## src/rtl/pc_seq_pkg.sv

```systemverilog
// Shared types and constants for the PC sequencer slice.
package pc_seq_pkg;

  typedef enum logic [1:0] {
    ST_IDLE  = 2'd0,
    ST_REQ   = 2'd1,
    ST_VALID = 2'd2,
    ST_HALT  = 2'd3
  } pc_state_e;

  localparam logic [31:0] RESET_PC_DEFAULT = 32'h0000_0000;
  localparam logic [31:0] PC_STEP          = 32'd4;

endpackage

```

## src/rtl/pc_next.sv

```systemverilog
// Combinational next-PC: sequential step, jump target and taken-branch target.
module pc_next
  import pc_seq_pkg::*;
(
  input  logic [31:0] pc,
  input  logic        jump,
  input  logic        branch,
  input  logic        zero,
  input  logic [25:0] jump_addr,
  input  logic [31:0] offset,
  output logic [31:0] pc4,
  output logic [31:0] target,
  output logic        redirect
);

  assign pc4 = pc + PC_STEP;

  // Jump outranks a taken branch; a non-taken branch falls through to pc4.
  always_comb begin
    target   = pc4;
    redirect = 1'b0;
    if (jump) begin
      target   = {pc4[31:28], jump_addr, 2'b00};
      redirect = 1'b1;
    end else if (branch && zero) begin
      target   = pc4 + {offset[29:0], 2'b00};
      redirect = 1'b1;
    end
  end

endmodule

```

## src/rtl/pc_sequencer.sv

```systemverilog
// Instruction fetch sequencer: FSM, PC register, fetch timeout and decode handoff.
// Optional delay-slot behaviour is enabled by defining PC_SEQ_DELAY_SLOT_EN.
module pc_sequencer
  import pc_seq_pkg::*;
#(
  parameter logic [31:0] RESET_PC   = RESET_PC_DEFAULT,
  parameter int unsigned WAIT_LIMIT = 16
) (
  input  logic        clk,
  input  logic        rst,
  input  logic        run,
  output logic        imem_req,
  output logic [31:0] imem_addr,
  input  logic        imem_ack,
  input  logic [31:0] imem_rdata,
  output logic [31:0] instr_out,
  output logic        instr_valid,
  input  logic        instr_ready,
  input  logic        branch,
  input  logic        zero,
  input  logic        jump,
  input  logic [25:0] jump_addr,
  input  logic [31:0] offset,
  output logic [31:0] pc_value,
  output logic        fetch_err,
  output pc_state_e   state_dbg
);

  pc_state_e   state, state_next;
  logic [31:0] wait_cnt;
  logic [31:0] pc4, target, pc_load;
  logic        redirect;
  logic        handshake;
  logic        timeout;

  // Decode handshake: instr_valid stays high with instr_out stable until
  // instr_ready; the transfer happens in the cycle both are high.
  assign handshake = (state == ST_VALID) && instr_ready;
  assign timeout   = (WAIT_LIMIT != 0) && ((wait_cnt + 32'd1) == WAIT_LIMIT);
  assign imem_addr = pc_value;
  assign state_dbg = state;

  pc_next u_pc_next (
    .pc        (pc_value),
    .jump      (jump),
    .branch    (branch),
    .zero      (zero),
    .jump_addr (jump_addr),
    .offset    (offset),
    .pc4       (pc4),
    .target    (target),
    .redirect  (redirect)
  );

`ifdef PC_SEQ_DELAY_SLOT_EN
  logic        pend_valid;
  logic [31:0] pend_target;

  // A pending redirect is consumed at the delay-slot handshake, which itself
  // cannot redirect.
  assign pc_load = pend_valid ? pend_target : pc4;

  always_ff @(posedge clk or negedge rst) begin
    if (!rst) begin
      pend_valid  <= 1'b0;
      pend_target <= '0;
    end else if (handshake) begin
      if (pend_valid) begin
        pend_valid <= 1'b0;
      end else if (redirect) begin
        pend_valid  <= 1'b1;
        pend_target <= target;
      end
    end
  end
`else
  assign pc_load = redirect ? target : pc4;
`endif

  always_ff @(posedge clk or negedge rst) begin
    if (!rst) state <= ST_IDLE;
    else      state <= state_next;
  end

  always_comb begin
    state_next = state;
    imem_req   = 1'b0;
    case (state)
      ST_IDLE:  if (run) state_next = ST_REQ;
      ST_REQ: begin
        imem_req = 1'b1;
        if (imem_ack)     state_next = ST_VALID;
        else if (timeout) state_next = ST_HALT;
      end
      ST_VALID: if (instr_ready) state_next = run ? ST_REQ : ST_IDLE;
      ST_HALT:  state_next = ST_HALT;
      default:  state_next = ST_IDLE;
    endcase
  end

  always_ff @(posedge clk or negedge rst) begin
    if (!rst) begin
      pc_value    <= RESET_PC;
      instr_out   <= '0;
      instr_valid <= 1'b0;
      fetch_err   <= 1'b0;
      wait_cnt    <= '0;
    end else begin
      // Counter is zero whenever REQ is entered; HALT freezes it.
      if (state == ST_REQ && !imem_ack)  wait_cnt <= wait_cnt + 32'd1;
      else if (state != ST_HALT)         wait_cnt <= '0;

      if (state == ST_REQ && !imem_ack && timeout) fetch_err <= 1'b1;

      if (state == ST_REQ && imem_ack) begin
        instr_out   <= imem_rdata;
        instr_valid <= 1'b1;
      end else if (handshake) begin
        instr_valid <= 1'b0;
      end

      if (handshake) pc_value <= pc_load;
    end
  end

endmodule

```

## config.mk

```make
export PLATFORM = sky130hd
export DESIGN_NAME = pc_sequencer
export DESIGN_NICKNAME = d
export VERILOG_FILES = /design/src/rtl/pc_seq_pkg.sv /design/src/rtl/pc_next.sv /design/src/rtl/pc_sequencer.sv
export SDC_FILE = /design/constraint.sdc
export NUM_CORES = 1
export LEC_CHECK = 0
export CORE_MARGIN = 5
export CORE_UTILIZATION = 51
export DETAILED_ROUTE_END_ITERATION = 8
export GPL_ROUTABILITY_DRIVEN = 1
export PLACE_DENSITY = 0.82
export SYNTH_ARGS = -nofsm -noshare
export SYNTH_HDL_FRONTEND = slang
export SYNTH_HIERARCHICAL = 1
export SYNTH_SLANG_ARGS = --single-unit
```

## constraint.sdc

```tcl
create_clock -name clk -period 4.5 [get_ports clk]
set_input_delay 0.675 -clock clk [delete_from_list [all_inputs] [get_ports clk]]
set_output_delay 0.675 -clock clk [all_outputs]
set_load 0.05 [all_outputs]
```

==> results_dict.tcl <==
set metrics [dict create \
    fin_tns_setup_ns 0 \
    register_area_um2 2500 \
    multi_input_area_um2 5220 \
    rsz0062_at_grt "no" \
    insertion_delay_ns 0.34 \
    area_growth_syn_to_layout_pct 25.7 \
    grt_max_degree 66 \
    synth_area_leaders "dfrtp_1 30%, nand2_1 6.1%, ha_1 5.8%" \
    cp_cell_sequence "ha_1, nand3_2, nor3_1, and3_1, xor2_1, ha_1, a21oi_1, o22ai_1, o31ai_1, and2_1, a21oi_1, mux2i_1, xor2_1, mux2i_1, o21ai_0" \
    synth_top_area_cell "dfrtp_1" \
    max_slew_margin 0.350 \
    num-fill-cells 1342 \
    cts_setup_buffers 0 \
    crit_family "compound AO/OA/AOI/OAI gates" \
    groute.usage.overall 0.236 \
    critPathMaxFanout 8 \
    dr.pass1.iters 7 \
    leakage_nw 4.38 \
    finalWorstPathRequiredPeriod_ns 4.02 \
    crit_path_start_kind "flop" \
    period_share 0.893 \
    final_nets 1239 \
    cts_max_level 3 \
    fin_util 0.654 \
    peakVddDrop_uv 504 \
    syn_nets 1105 \
    hold_buffers 0 \
    cts-root-buf "clkbuf_16" \
    cts.sinks 100 \
    fin_cells 1323 \
    seq_area_frac_synth 0.303 \
    ys_warn_count 6 \
    ant_nets 0 \
    status "finished, final reports clean" \
    worstMarginPinSlew_ns 0.975 \
    critPathMaxStageDelay_ns 0.48 \
    yosysMostFrequentCell "nand2_1" \
    ys_top_cells_by_count "135 x nand2_1, 100 x dfrtp_1, 92 x o21ai_0" \
    dp.cells 1307 \
    yosysTopAreaCellShare 0.303 \
    die_h_um 137 \
    whs_ns 0.419 \
    cts.clk_slew.worst_paths_ns 0.07 \
    hold_path_class "in2async" \
    hpwlAfterDp_mm 17.9 \
    p_seq_frac 0.221 \
    netSwitchingFraction 0.525 \
    finalPower_mw 6.92 \
    cts_buffers 9 \
    ctsResizeCount 0 \
    synth_edf_count 0 \
    max_freq_mhz 249 \
    combPwrFrac 0.666 \
    synthFlopType "dfrtp_1" \
    async_reset_ff_frac 1.00 \
    coreArea_um2 15900 \
    rrSetupSlack_ns 0.48 \
    vias 7642 \
    skew_ns 0.00535 \
    drt-total-wl_mm 22.8 \
    setup_violations 0 \
    final_layout_size_suffix_gt1_frac 0.0894 \
    rows 46 \
    grt_pass1_wl_mm 36.0 \
    fp.dieArea_um2 18900 \
    cts_tree "built" \
    reg2reg_to "imem_addr[31]" \
    n_antenna_cell 0 \
    timing.rr.start "imem_addr[2]" \
    grt_pass1_vias 7111 \
    die_x_um 137 \
    power_density_nw_per_um2 666 \
    ff2ff_path_depth 15 \
    cp_num_buf_inv 0 \
    clockBufferDepth 2 \
    switchingPower_mw 3.63 \
    p_int_mw 3.29 \
    drv_cap 0 \
    clockPowerShare 0.113 \
    worstPathRequired_ns 4.76 \
    port_buffers 196 \
    end_kind "flop" \
    slowest_stage "dfrtp_1" \
    grt-ovfl-total 0 \
    pin_count 199 \
    syn-cell-area_um2 8270 \
    drv_slew 0 \
    synthCells 968 \
    drc 0 \
    critPathKind "reg2reg" \
    synth_cell_types 87 \
    wire_per_inst_um 17.2 \
    drt-initial-drc-count 770 \
    syn_avg_cell_area_um2 8.54 \
    antenna_found_initial 0 \
    viasPerCell 5.78 \
    crit_arrival_ns 4.28 \
    hold_viol_final 0 \
    start_util 0.520 \
    gp_congestion 0.900 \
    synth_seq_cells 100 \
]
==> logic make-up after synthesis <==
logic type	share of synthesized area
and+or+nand+nor	0.212
adders and majority gates	0.0599
AOI/OAI and AO/OA	0.199
DFF	0.303
xor gates and xnor gates	0.0652
buffers and inverters	0.0655
muxes	0.0958
==> metrics by stage <==
step	setup WS [ns]	cell area [um2]
after detailed placement	0.556	10100
after floorplan	0.554	8270
after CTS	0.495	10400
final	0.480	10400
after global placement	0.606	10100
after global routing	0.142	10400
==> worst register-to-register path, stage by stage, from the launching register on <==
cell,delay [ns]
dfrtp_1,0.48
ha_1,0.24
nand3_2,0.14
nor3_1,0.41
and3_1,0.24
xor2_1,0.29
ha_1,0.36
a21oi_1,0.27
o22ai_1,0.13
o31ai_1,0.40
and2_1,0.19
a21oi_1,0.08
mux2i_1,0.27
xor2_1,0.18
mux2i_1,0.09
o21ai_0,0.16
==> cell usage in the layout (no fill, tap or decap), types with 12 or more instances in the layout <==
cell	Yosys	layout
dfrtp_1	100	100
o31ai_1	14	14
nand2_1	135	135
mux2i_1	36	36
xnor2_1	22	22
nand4_1	26	26
nor3_1	18	18
a21oi_1	50	50
buf_4	38	12
a21o_1	16	16
xor2_1	34	34
clkdlybuf4s50_1	0	195
nor2_1	46	46
nand3_1	30	30
and3_1	13	13
ha_1	38	38
inv_1	13	13
mux2_2	36	36
o21ai_0	92	92
==> metal layers <==
| layer | vias up | global-route usage | wire length [um] |
|---|---|---|---|
| li1 | 3771 | - | - |
| met1 | 3585 | 0.322 | 9920 |
| met2 | 260 | 0.406 | 11100 |
| met3 | 26 | 0.0219 | 1430 |
| met4 | 0 | 0.0588 | 315 |
| met5 | - | 0 | 0 |
==> worst max-delay path by stage <==
stage                     slack (ns)  depth (start not counted)    startpoint             to
final                           0.48                         15  imem_addr[2]  imem_addr[31]
after global routing            0.14                         15  imem_addr[2]  imem_addr[31]
after CTS                       0.50                         15  imem_addr[2]  imem_addr[31]
after detailed placement        0.56                         15  imem_addr[2]  imem_addr[31]
after global placement          0.61                         15  imem_addr[2]  imem_addr[31]
after floorplan                 0.55                         17  imem_addr[2]  imem_addr[31]
==> layout make-up <==
cell class | instances | share of cell area
repair buffers | 207 | 0.196
clock inverters | 5 | 0.00578
inverters | 14 | 0.00506
multi-input cells | 770 | 0.503
flip-flops and latches | 100 | 0.241
well taps | 216 | 0.0260
clock buffers | 11 | 0.0234
==> state kept, by name (all words and copies together), names as in the netlist <==
name         cells
fetch_err        1
imem_addr       32
instr_out       32
instr_valid      1
state_dbg        2
wait_cnt        32
==> power groups by stage <==
stage | registers [mW] | clock network (mW) | logic [mW]
CTS | 1.53 | 0.799 | 4.60
global route | 1.58 | 0.830 | 4.90
finish | 1.53 | 0.780 | 4.61
global placement | 1.53 | 0 | 4.51
detailed placement | 1.55 | 0 | 4.58
floorplan | 2.43 | 0 | 2.43
(Power assumes the default switching activity.)
